`src/rtl/axil_ptgen_pkg.sv`:
```
// Shared definitions for the AXI4-Lite pattern-test master.
// Contents: pattern mode and FSM state enums, the OKAY response code and
// the Galois LFSR step used by both the pattern generator and the bench.
package axil_ptgen_pkg;

  typedef enum logic [1:0] {
    PAT_INCR  = 2'd0,
    PAT_WALK  = 2'd1,
    PAT_LFSR  = 2'd2,
    PAT_CONST = 2'd3
  } pattern_mode_e;

  typedef enum logic [2:0] {
    ST_IDLE     = 3'd0,
    ST_WR_ISSUE = 3'd1,
    ST_WR_RESP  = 3'd2,
    ST_RD_ISSUE = 3'd3,
    ST_RD_DATA  = 3'd4,
    ST_DONE     = 3'd5
  } ptgen_state_e;

  localparam logic [1:0] AXI_RESP_OKAY = 2'b00;

  // One Galois step on the low 'width' bits: shift right, fold taps in when
  // the bit shifted out was 1. Bits above 'width' are always returned as 0.
  function automatic logic [63:0] lfsr_step(input logic [63:0] state,
                                            input logic [63:0] poly,
                                            input int unsigned width);
    logic [63:0] mask;
    logic [63:0] nxt;
    if (width >= 64) begin
      mask = {64{1'b1}};
    end else begin
      mask = (64'd1 << width) - 64'd1;
    end
    nxt = (state & mask) >> 1;
    if (state[0]) begin
      nxt = nxt ^ (poly & mask);
    end else begin
      nxt = nxt;
    end
    return nxt;
  endfunction

endpackage

```
`src/rtl/axil_ptgen_pattern.sv`:
```
// Pattern word generator.
// Ports: clk, rst_n (sync active-low), mode/seed (pattern selection),
// restart (reload word 0 from seed), advance (step to next word),
// word (current pattern word, valid the cycle after restart/advance).
module axil_ptgen_pattern
  import axil_ptgen_pkg::*;
#(
  parameter int          DATA_WIDTH = 32,
  parameter logic [63:0] LFSR_POLY  = 64'h8020_0003
) (
  input  logic                  clk,
  input  logic                  rst_n,
  input  logic [1:0]            mode,
  input  logic [DATA_WIDTH-1:0] seed,
  input  logic                  restart,
  input  logic                  advance,
  output logic [DATA_WIDTH-1:0] word
);

  localparam logic [DATA_WIDTH-1:0] ONE  = DATA_WIDTH'(1);
  localparam logic [DATA_WIDTH-1:0] ZERO = {DATA_WIDTH{1'b0}};

  logic [DATA_WIDTH-1:0] word_r;
  logic [DATA_WIDTH-1:0] init_s;
  logic [DATA_WIDTH-1:0] next_s;

  // Word 0 and the successor of the current word for each mode.
  // Walking-one advances by rotation so the bit position wraps modulo DW.
  always_comb begin
    init_s = seed;
    next_s = word_r;
    case (pattern_mode_e'(mode))
      PAT_INCR: begin
        init_s = seed;
        next_s = word_r + ONE;
      end
      PAT_WALK: begin
        init_s = ONE << (int'(seed[5:0]) % DATA_WIDTH);
        next_s = {word_r[DATA_WIDTH-2:0], word_r[DATA_WIDTH-1]};
      end
      PAT_LFSR: begin
        init_s = (seed == ZERO) ? ONE : seed;
        next_s = DATA_WIDTH'(lfsr_step(64'(word_r), LFSR_POLY, DATA_WIDTH));
      end
      PAT_CONST: begin
        init_s = seed;
        next_s = word_r;
      end
      default: begin
        init_s = seed;
        next_s = word_r;
      end
    endcase
  end

  // Current pattern word register.
  always_ff @(posedge clk) begin
    if (!rst_n) begin
      word_r <= ZERO;
    end else if (restart) begin
      word_r <= init_s;
    end else if (advance) begin
      word_r <= next_s;
    end
  end

  assign word = word_r;

endmodule

```
`src/rtl/axil_ptgen_master.sv`:
```
// AXI4-Lite pattern-test master: on an INIT rising edge writes N pattern
// words from BASE_ADDR, reads them back and compares.
// Ports: ACLK/ARESETN (sync active-low), INIT_AXI_TXN start request,
// CFG_NUM_TXN/CFG_MODE/CFG_SEED run config (latched at start),
// TXN_DONE/ERROR/ERR_COUNT/FIRST_ERR_ADDR/BUSY status, M_AXI_* master port.
module axil_ptgen_master
  import axil_ptgen_pkg::*;
#(
  parameter int                    ADDR_WIDTH = 32,
  parameter int                    DATA_WIDTH = 32,
  parameter int                    MAX_TXN    = 64,
  parameter logic [ADDR_WIDTH-1:0] BASE_ADDR  = 32'h4000_0000,
  parameter logic [63:0]           LFSR_POLY  = 64'h8020_0003
) (
  input  logic                          ACLK,
  input  logic                          ARESETN,
  input  logic                          INIT_AXI_TXN,
  input  logic [$clog2(MAX_TXN+1)-1:0]  CFG_NUM_TXN,
  input  logic [1:0]                    CFG_MODE,
  input  logic [DATA_WIDTH-1:0]         CFG_SEED,
  output logic                          TXN_DONE,
  output logic                          ERROR,
  output logic [$clog2(MAX_TXN+1)-1:0]  ERR_COUNT,
  output logic [ADDR_WIDTH-1:0]         FIRST_ERR_ADDR,
  output logic                          BUSY,
  output logic [ADDR_WIDTH-1:0]         M_AXI_AWADDR,
  output logic [2:0]                    M_AXI_AWPROT,
  output logic                          M_AXI_AWVALID,
  input  logic                          M_AXI_AWREADY,
  output logic [DATA_WIDTH-1:0]         M_AXI_WDATA,
  output logic [DATA_WIDTH/8-1:0]       M_AXI_WSTRB,
  output logic                          M_AXI_WVALID,
  input  logic                          M_AXI_WREADY,
  input  logic [1:0]                    M_AXI_BRESP,
  input  logic                          M_AXI_BVALID,
  output logic                          M_AXI_BREADY,
  output logic [ADDR_WIDTH-1:0]         M_AXI_ARADDR,
  output logic [2:0]                    M_AXI_ARPROT,
  output logic                          M_AXI_ARVALID,
  input  logic                          M_AXI_ARREADY,
  input  logic [DATA_WIDTH-1:0]         M_AXI_RDATA,
  input  logic [1:0]                    M_AXI_RRESP,
  input  logic                          M_AXI_RVALID,
  output logic                          M_AXI_RREADY
);

  localparam int                    CW      = $clog2(MAX_TXN+1);
  localparam logic [CW-1:0]         MAX_N   = CW'(MAX_TXN);
  localparam logic [ADDR_WIDTH-1:0] STRIDE  = ADDR_WIDTH'(DATA_WIDTH/8);

  ptgen_state_e          state_r, state_nxt_s;
  logic                  init_ff1_r, init_ff2_r;
  logic [CW-1:0]         num_r, idx_r, err_count_r, num_clamp_s;
  logic [1:0]            mode_r;
  logic [DATA_WIDTH-1:0] seed_r;
  logic [ADDR_WIDTH-1:0] addr_r, first_err_addr_r;
  logic                  aw_done_r, w_done_r, gap_r, error_r;
  logic                  awvalid_s, wvalid_s, arvalid_s, bready_s, rready_s;
  logic                  busy_s, done_s;
  logic                  start_s, aw_hs_s, w_hs_s, b_hs_s, ar_hs_s, r_hs_s;
  logic                  wr_both_s, last_s, fail_s;
  logic                  pat_restart_s, pat_advance_s;
  logic [1:0]            pat_mode_s;
  logic [DATA_WIDTH-1:0] pat_seed_s, pat_word_s;

  // Start is the registered rising edge of INIT, accepted only when idle/done.
  assign start_s     = init_ff1_r & ~init_ff2_r & ((state_r == ST_IDLE) | (state_r == ST_DONE));
  assign num_clamp_s = (CFG_NUM_TXN > MAX_N) ? MAX_N : CFG_NUM_TXN;
  assign aw_hs_s     = awvalid_s & M_AXI_AWREADY;
  assign w_hs_s      = wvalid_s & M_AXI_WREADY;
  assign b_hs_s      = bready_s & M_AXI_BVALID;
  assign ar_hs_s     = arvalid_s & M_AXI_ARREADY;
  assign r_hs_s      = rready_s & M_AXI_RVALID;
  assign wr_both_s   = (aw_done_r | aw_hs_s) & (w_done_r | w_hs_s);
  assign last_s      = (idx_r == (num_r - CW'(1)));
  assign fail_s      = (b_hs_s & (M_AXI_BRESP != AXI_RESP_OKAY)) |
                       (r_hs_s & ((M_AXI_RDATA != pat_word_s) | (M_AXI_RRESP != AXI_RESP_OKAY)));

  // The generator restarts from the live config at start (latched copies are
  // not loaded yet), and from the latched copy when the read phase begins.
  assign pat_restart_s = start_s | (b_hs_s & last_s);
  assign pat_advance_s = (b_hs_s | r_hs_s) & ~last_s;
  assign pat_mode_s    = start_s ? CFG_MODE : mode_r;
  assign pat_seed_s    = start_s ? CFG_SEED : seed_r;

  axil_ptgen_pattern #(
    .DATA_WIDTH (DATA_WIDTH),
    .LFSR_POLY  (LFSR_POLY)
  ) u_pattern (
    .clk     (ACLK),
    .rst_n   (ARESETN),
    .mode    (pat_mode_s),
    .seed    (pat_seed_s),
    .restart (pat_restart_s),
    .advance (pat_advance_s),
    .word    (pat_word_s)
  );

  // FSM state register.
  always_ff @(posedge ACLK) begin
    if (!ARESETN) begin
      state_r <= ST_IDLE;
    end else begin
      state_r <= state_nxt_s;
    end
  end

  // FSM next-state logic.
  always_comb begin
    state_nxt_s = state_r;
    case (state_r)
      ST_IDLE, ST_DONE: begin
        if (start_s) begin
          state_nxt_s = (num_clamp_s == {CW{1'b0}}) ? ST_DONE : ST_WR_ISSUE;
        end else begin
          state_nxt_s = state_r;
        end
      end
      ST_WR_ISSUE: begin
        if (wr_both_s) state_nxt_s = ST_WR_RESP;
        else           state_nxt_s = ST_WR_ISSUE;
      end
      ST_WR_RESP: begin
        if (b_hs_s) state_nxt_s = last_s ? ST_RD_ISSUE : ST_WR_ISSUE;
        else        state_nxt_s = ST_WR_RESP;
      end
      ST_RD_ISSUE: begin
        if (ar_hs_s) state_nxt_s = ST_RD_DATA;
        else         state_nxt_s = ST_RD_ISSUE;
      end
      ST_RD_DATA: begin
        if (r_hs_s) state_nxt_s = last_s ? ST_DONE : ST_RD_ISSUE;
        else        state_nxt_s = ST_RD_DATA;
      end
      default: state_nxt_s = ST_IDLE;
    endcase
  end

  // FSM output decode; gap_r holds VALIDs low for one cycle after each response.
  always_comb begin
    awvalid_s = 1'b0;
    wvalid_s  = 1'b0;
    arvalid_s = 1'b0;
    bready_s  = 1'b0;
    rready_s  = 1'b0;
    busy_s    = 1'b0;
    done_s    = 1'b0;
    case (state_r)
      ST_IDLE: begin
        busy_s = 1'b0;
      end
      ST_WR_ISSUE: begin
        awvalid_s = ~gap_r & ~aw_done_r;
        wvalid_s  = ~gap_r & ~w_done_r;
        busy_s    = 1'b1;
      end
      ST_WR_RESP: begin
        bready_s = 1'b1;
        busy_s   = 1'b1;
      end
      ST_RD_ISSUE: begin
        arvalid_s = ~gap_r;
        busy_s    = 1'b1;
      end
      ST_RD_DATA: begin
        rready_s = 1'b1;
        busy_s   = 1'b1;
      end
      ST_DONE: begin
        done_s = 1'b1;
      end
      default: begin
        busy_s = 1'b0;
      end
    endcase
  end

  // Run datapath: config latch, word index/address, handshake flags, error status.
  always_ff @(posedge ACLK) begin
    if (!ARESETN) begin
      init_ff1_r       <= 1'b0;
      init_ff2_r       <= 1'b0;
      gap_r            <= 1'b0;
      num_r            <= {CW{1'b0}};
      mode_r           <= 2'b00;
      seed_r           <= {DATA_WIDTH{1'b0}};
      idx_r            <= {CW{1'b0}};
      addr_r           <= {ADDR_WIDTH{1'b0}};
      aw_done_r        <= 1'b0;
      w_done_r         <= 1'b0;
      error_r          <= 1'b0;
      err_count_r      <= {CW{1'b0}};
      first_err_addr_r <= {ADDR_WIDTH{1'b0}};
    end else begin
      init_ff1_r <= INIT_AXI_TXN;
      init_ff2_r <= init_ff1_r;
      gap_r      <= b_hs_s | r_hs_s;
      if (start_s) begin
        num_r            <= num_clamp_s;
        mode_r           <= CFG_MODE;
        seed_r           <= CFG_SEED;
        idx_r            <= {CW{1'b0}};
        addr_r           <= BASE_ADDR;
        aw_done_r        <= 1'b0;
        w_done_r         <= 1'b0;
        error_r          <= 1'b0;
        err_count_r      <= {CW{1'b0}};
        first_err_addr_r <= {ADDR_WIDTH{1'b0}};
      end else begin
        if (wr_both_s) begin
          aw_done_r <= 1'b0;
          w_done_r  <= 1'b0;
        end else begin
          if (aw_hs_s) aw_done_r <= 1'b1;
          if (w_hs_s)  w_done_r  <= 1'b1;
        end
        if (b_hs_s | r_hs_s) begin
          if (last_s) begin
            idx_r  <= {CW{1'b0}};
            addr_r <= BASE_ADDR;
          end else begin
            idx_r  <= idx_r + CW'(1);
            addr_r <= addr_r + STRIDE;
          end
        end
        if (fail_s) begin
          error_r <= 1'b1;
          if (err_count_r < MAX_N) err_count_r <= err_count_r + CW'(1);
          if (!error_r) first_err_addr_r <= addr_r;
        end
      end
    end
  end

  assign TXN_DONE       = done_s;
  assign BUSY           = busy_s;
  assign ERROR          = error_r;
  assign ERR_COUNT      = err_count_r;
  assign FIRST_ERR_ADDR = first_err_addr_r;
  assign M_AXI_AWADDR   = addr_r;
  assign M_AXI_AWPROT   = 3'b000;
  assign M_AXI_AWVALID  = awvalid_s;
  assign M_AXI_WDATA    = pat_word_s;
  assign M_AXI_WSTRB    = {(DATA_WIDTH/8){1'b1}};
  assign M_AXI_WVALID   = wvalid_s;
  assign M_AXI_BREADY   = bready_s;
  assign M_AXI_ARADDR   = addr_r;
  assign M_AXI_ARPROT   = 3'b000;
  assign M_AXI_ARVALID  = arvalid_s;
  assign M_AXI_RREADY   = rready_s;

endmodule
```
`config.mk`:
```
export PLATFORM = sky130hd
export DESIGN_NAME = axil_ptgen_master
export DESIGN_NICKNAME = d
export VERILOG_FILES = /design/src/rtl/axil_ptgen_pkg.sv /design/src/rtl/axil_ptgen_pattern.sv /design/src/rtl/axil_ptgen_master.sv
export SDC_FILE = /design/constraint.sdc
export NUM_CORES = 1
export LEC_CHECK = 0
export CORE_MARGIN = 5
export CORE_UTILIZATION = 49
export CTS_BUF_LIST = sky130_fd_sc_hd__clkbuf_2 sky130_fd_sc_hd__clkbuf_4 sky130_fd_sc_hd__clkbuf_8
export DETAILED_ROUTE_END_ITERATION = 10
export GPL_ROUTABILITY_DRIVEN = 0
export PLACE_DENSITY = 0.79
export SYNTH_ARGS = -nofsm -noshare
export SYNTH_HDL_FRONTEND = slang
export SYNTH_SLANG_ARGS = --single-unit
```
`constraint.sdc`:
```
create_clock -name ACLK -period 4.04 [get_ports ACLK]
set_input_delay 0.808 -clock ACLK [delete_from_list [all_inputs] [get_ports ACLK]]
set_output_delay 0.808 -clock ACLK [all_outputs]
set_load 0.1 [all_outputs]
```
==> qor.yml, run 1 <==
run_status:
  outcome: "finished clean"
clocking:
  cts_setup_buffers: 0
  clockBufferDepth: 2
  path_clk_slew_ns: 0.10
  htree_levels: 4
  root_buffer: "clkbuf_8"
  cts.sinks: 160
  cts_tree: "yes"
  clock_latency_ns: 0.47
  cts_buffers: 17
  cts_hold_repair.buffers: 0
  cts_resized: 0
synth:
  synth-seq-cells: 160
  synth_edf_count: 0
  synth_cells: 1279
  synth.largest_area_cell: "dfxtp_1"
  synth-main-ff-cell: "dfxtp_1"
  synth_area_leaders: "dfxtp_1, a21oi_1, nor2_1"
  yosysTopAreaCellShare: 0.317
  synthArstFlopShare: 0
  synth_warnings: 0
  ys_types: 87
  yosysSeqAreaShare: 0.317
  yosysMostFrequentCell: "dfxtp_1"
  syn_area_sq_um: 10100
  avgSynthCellArea_sq_um: 7.91
  synth_common_cells: "dfxtp_1, nor2_1, a21oi_1, nand2_1, o21ai_0"
global_route:
  grt_pass1_wl_mm: 52.5
  grt_overflow: 0
  grt_max_degree: 66
  grt_antenna_before_repair: 0
  grtUsageTotal: 0.267
  grt_pass1_vias: 9473
detailed_routing:
  drt-initial-drc-count: 1337
  drt_pre_antenna_iters: 6
  antenna_left: 0
  vias: 10500
  wl_mm: 33.5
  vias_per_cell: 6.20
  drc: 0
  wl_per_cell_um: 19.8
power_and_ir_drop:
  p_per_area_nw_per_um2: 305
  vdd_ir_drop_max_v: 0.000246
  p_leak_nw: 4.31
critical_path:
  timing.rr.start: "state_r[2]"
  ff2ff_path_depth: 12
  crit_buf_inv: 3
  startpoint_type: "flop"
  slowest_delay_ns: 0.57
  r2r_slack_ns: 0.50
  crit_slowest_cell: "dfxtp_1"
  worstPathMaxFanout: 31
  worst-endpoint-arrival_ns: 3.92
  crit_required_ns: 4.42
  path_cells: "xor2_1 > or3_2 > mux2i_1 > inv_1 > ha_1 > buf_4 > buf_4 > nand2_1 > a21oi_1 > a221o_1 > nand2_1 > a311oi_1"
  r2r_end: "u_pattern.word[5]"
  critPathTopFamily: "buffers and inverters"
  crit_path_end_kind: "flop"
  worstSetupPathType: "reg2reg"
cells_and_area:
  regArea_sq_um: 3200
  syn2layout_area_growth_pct: 23.8
  fillers: 1800
  layout.nets: 1503
  layout-drive-gt1-share: 0.0759
  multi_input_area_sq_um: 6020
  diodes: 0
timing:
  setup_violations: 0
  fin_setup_tns_ns: 0
  min_period_ns: 3.54
  worst_pin_slew_ns: 1.08
  fin_crit_sh: 0.876
  rsz0062_at_grt: "false"
  slew_viol_final: 0
  fmax_mhz: 282
  whs_ns: 0.470
  hold_violations: 0
  finClkSkew_ns: 0.0183
  slew_headroom: 0.280
run:
  cap_violations: 0
floorplanning:
  dieArea_sq_um: 23600
  die_x_um: 154
  initial_utilization: 0.498
  die_h_um: 154
  row_count: 52
  core-area_sq_um: 20300
  ios: 238
place:
  dp_hpwl_mm: 24.4
  port_buffers: 227
min_path:
  min_path_type: "reg2reg"
  hp-start: "M_AXI_ARADDR[0]"
  worstHoldEndpoint: "M_AXI_ARADDR[0]"
  whs_path_depth: 2
cell families after synthesis:
family                   count (synthesis)  synth area share
AND/OR/NAND/NOR                        470             0.245
AO/OA/AOI/OAI                          347             0.228
buffers and inverters                  175            0.0941
flip-flops                             160             0.317
XOR/XNOR                                80            0.0692
multiplexers                            36            0.0360
adder cells (fa/ha/maj)                  9            0.0111
other                                    2          0.000742
worst register-to-register path, delay by kind of cell (launching register included):
family | cells | cell delay, ns
AO/OA/AOI/OAI | 3 | 0.55
XOR/XNOR | 1 | 0.21
flip-flops | 1 | 0.57
multiplexers | 1 | 0.34
AND/OR/NAND/NOR | 3 | 0.66
adder cells (fa/ha/maj) | 1 | 0.33
buffers and inverters | 3 | 0.81
state kept, by name, indices dropped and copies added (netlist names):
signal          cells
mode_r              2
u_pattern.word     32
ERR_COUNT           7
w_done_r            1
ERROR               1
idx_r               7
init_ff2_r          1
init_ff1_r          1
FIRST_ERR_ADDR     32
state_r             3
aw_done_r           1
M_AXI_ARADDR       32
gap_r               1
num_r               7
seed_r             32
stage by stage:
step                      instance area (sq um)  setup slack, ns  total power [W]  instances  utilization
final                                     12500            0.500          0.00382       1692        0.617
after global routing                      12500            0.261          0.00396       1692        0.617
after CTS                                 12500            0.590          0.00381       1692        0.617
after global placement                    12100            0.746          0.00256       1660        0.596
after detailed placement                  12100            0.626          0.00257       1660        0.596
after floorplan                           10100            0.351          0.00233       1287            -
placed cells by master (no fill, tap or decap), types with 9 or more instances in the layout:
| cell | instances |
|---|---|
| nand2_1 | 86 |
| mux2i_1 | 33 |
| conb_1 | 10 |
| and3_1 | 17 |
| o221a_2 | 9 |
| a21oi_1 | 110 |
| clkbuf_8 | 18 |
| nor4_1 | 23 |
| ha_1 | 9 |
| nand3b_1 | 39 |
| a31oi_1 | 20 |
| clkdlybuf4s50_1 | 219 |
| nand3_1 | 38 |
| and2_1 | 13 |
| xnor2_1 | 52 |
| a221oi_1 | 17 |
| buf_4 | 36 |
| o21ai_0 | 81 |
| nor3_1 | 29 |
| inv_1 | 22 |
| dfxtp_1 | 160 |
| or3_1 | 12 |
| xor2_1 | 28 |
| a211oi_1 | 15 |
| nor2_1 | 124 |
| nand4_1 | 40 |
metal layers:
metal	vias up	GRT usage	share of wire	wire, um
met5	-	0	0	0
met2	648	0.413	0.45	15000
li1	4880	-	-	-
met3	76	0.0618	0.11	3600
met1	4891	0.374	0.42	14100
met4	0	0.0778	0.024	820
final cells by class:
| class | instances | share of cell area |
|---|---|---|
| inverter | 23 | 0.00689 |
| multi-input combinational | 952 | 0.480 |
| sequential | 160 | 0.256 |
| clock inverter | 14 | 0.0137 |
| clock buffer | 18 | 0.0198 |
| tap | 270 | 0.0270 |
| timing repair buffer | 255 | 0.197 |
power by group:
part	internal [W]	switching, W
clock	0.000590	0.000673
combinational	0.000290	0.000571
sequential	0.00162	0.0000802
worst max-delay path by stage:
stage,cells after the start,to,slack [ns],start
after floorplan,2,M_AXI_BREADY,0.35,state_r[1]
after global placement,10,u_pattern.word[8],0.75,CFG_MODE[1]
after detailed placement,12,u_pattern.word[14],0.63,state_r[2]
after CTS,12,u_pattern.word[14],0.59,state_r[2]
after global routing,11,u_pattern.word[8],0.26,state_r[2]
final,12,u_pattern.word[5],0.50,state_r[2]
Power figures use the tool's default switching activity.
==> run 2: changes to the inputs <==
Settings changed: CTS_CLUSTER_SIZE from default to 16.
==> results of run 2 <==
The final DEF is identical to that of run 1; final timing and power are the same.
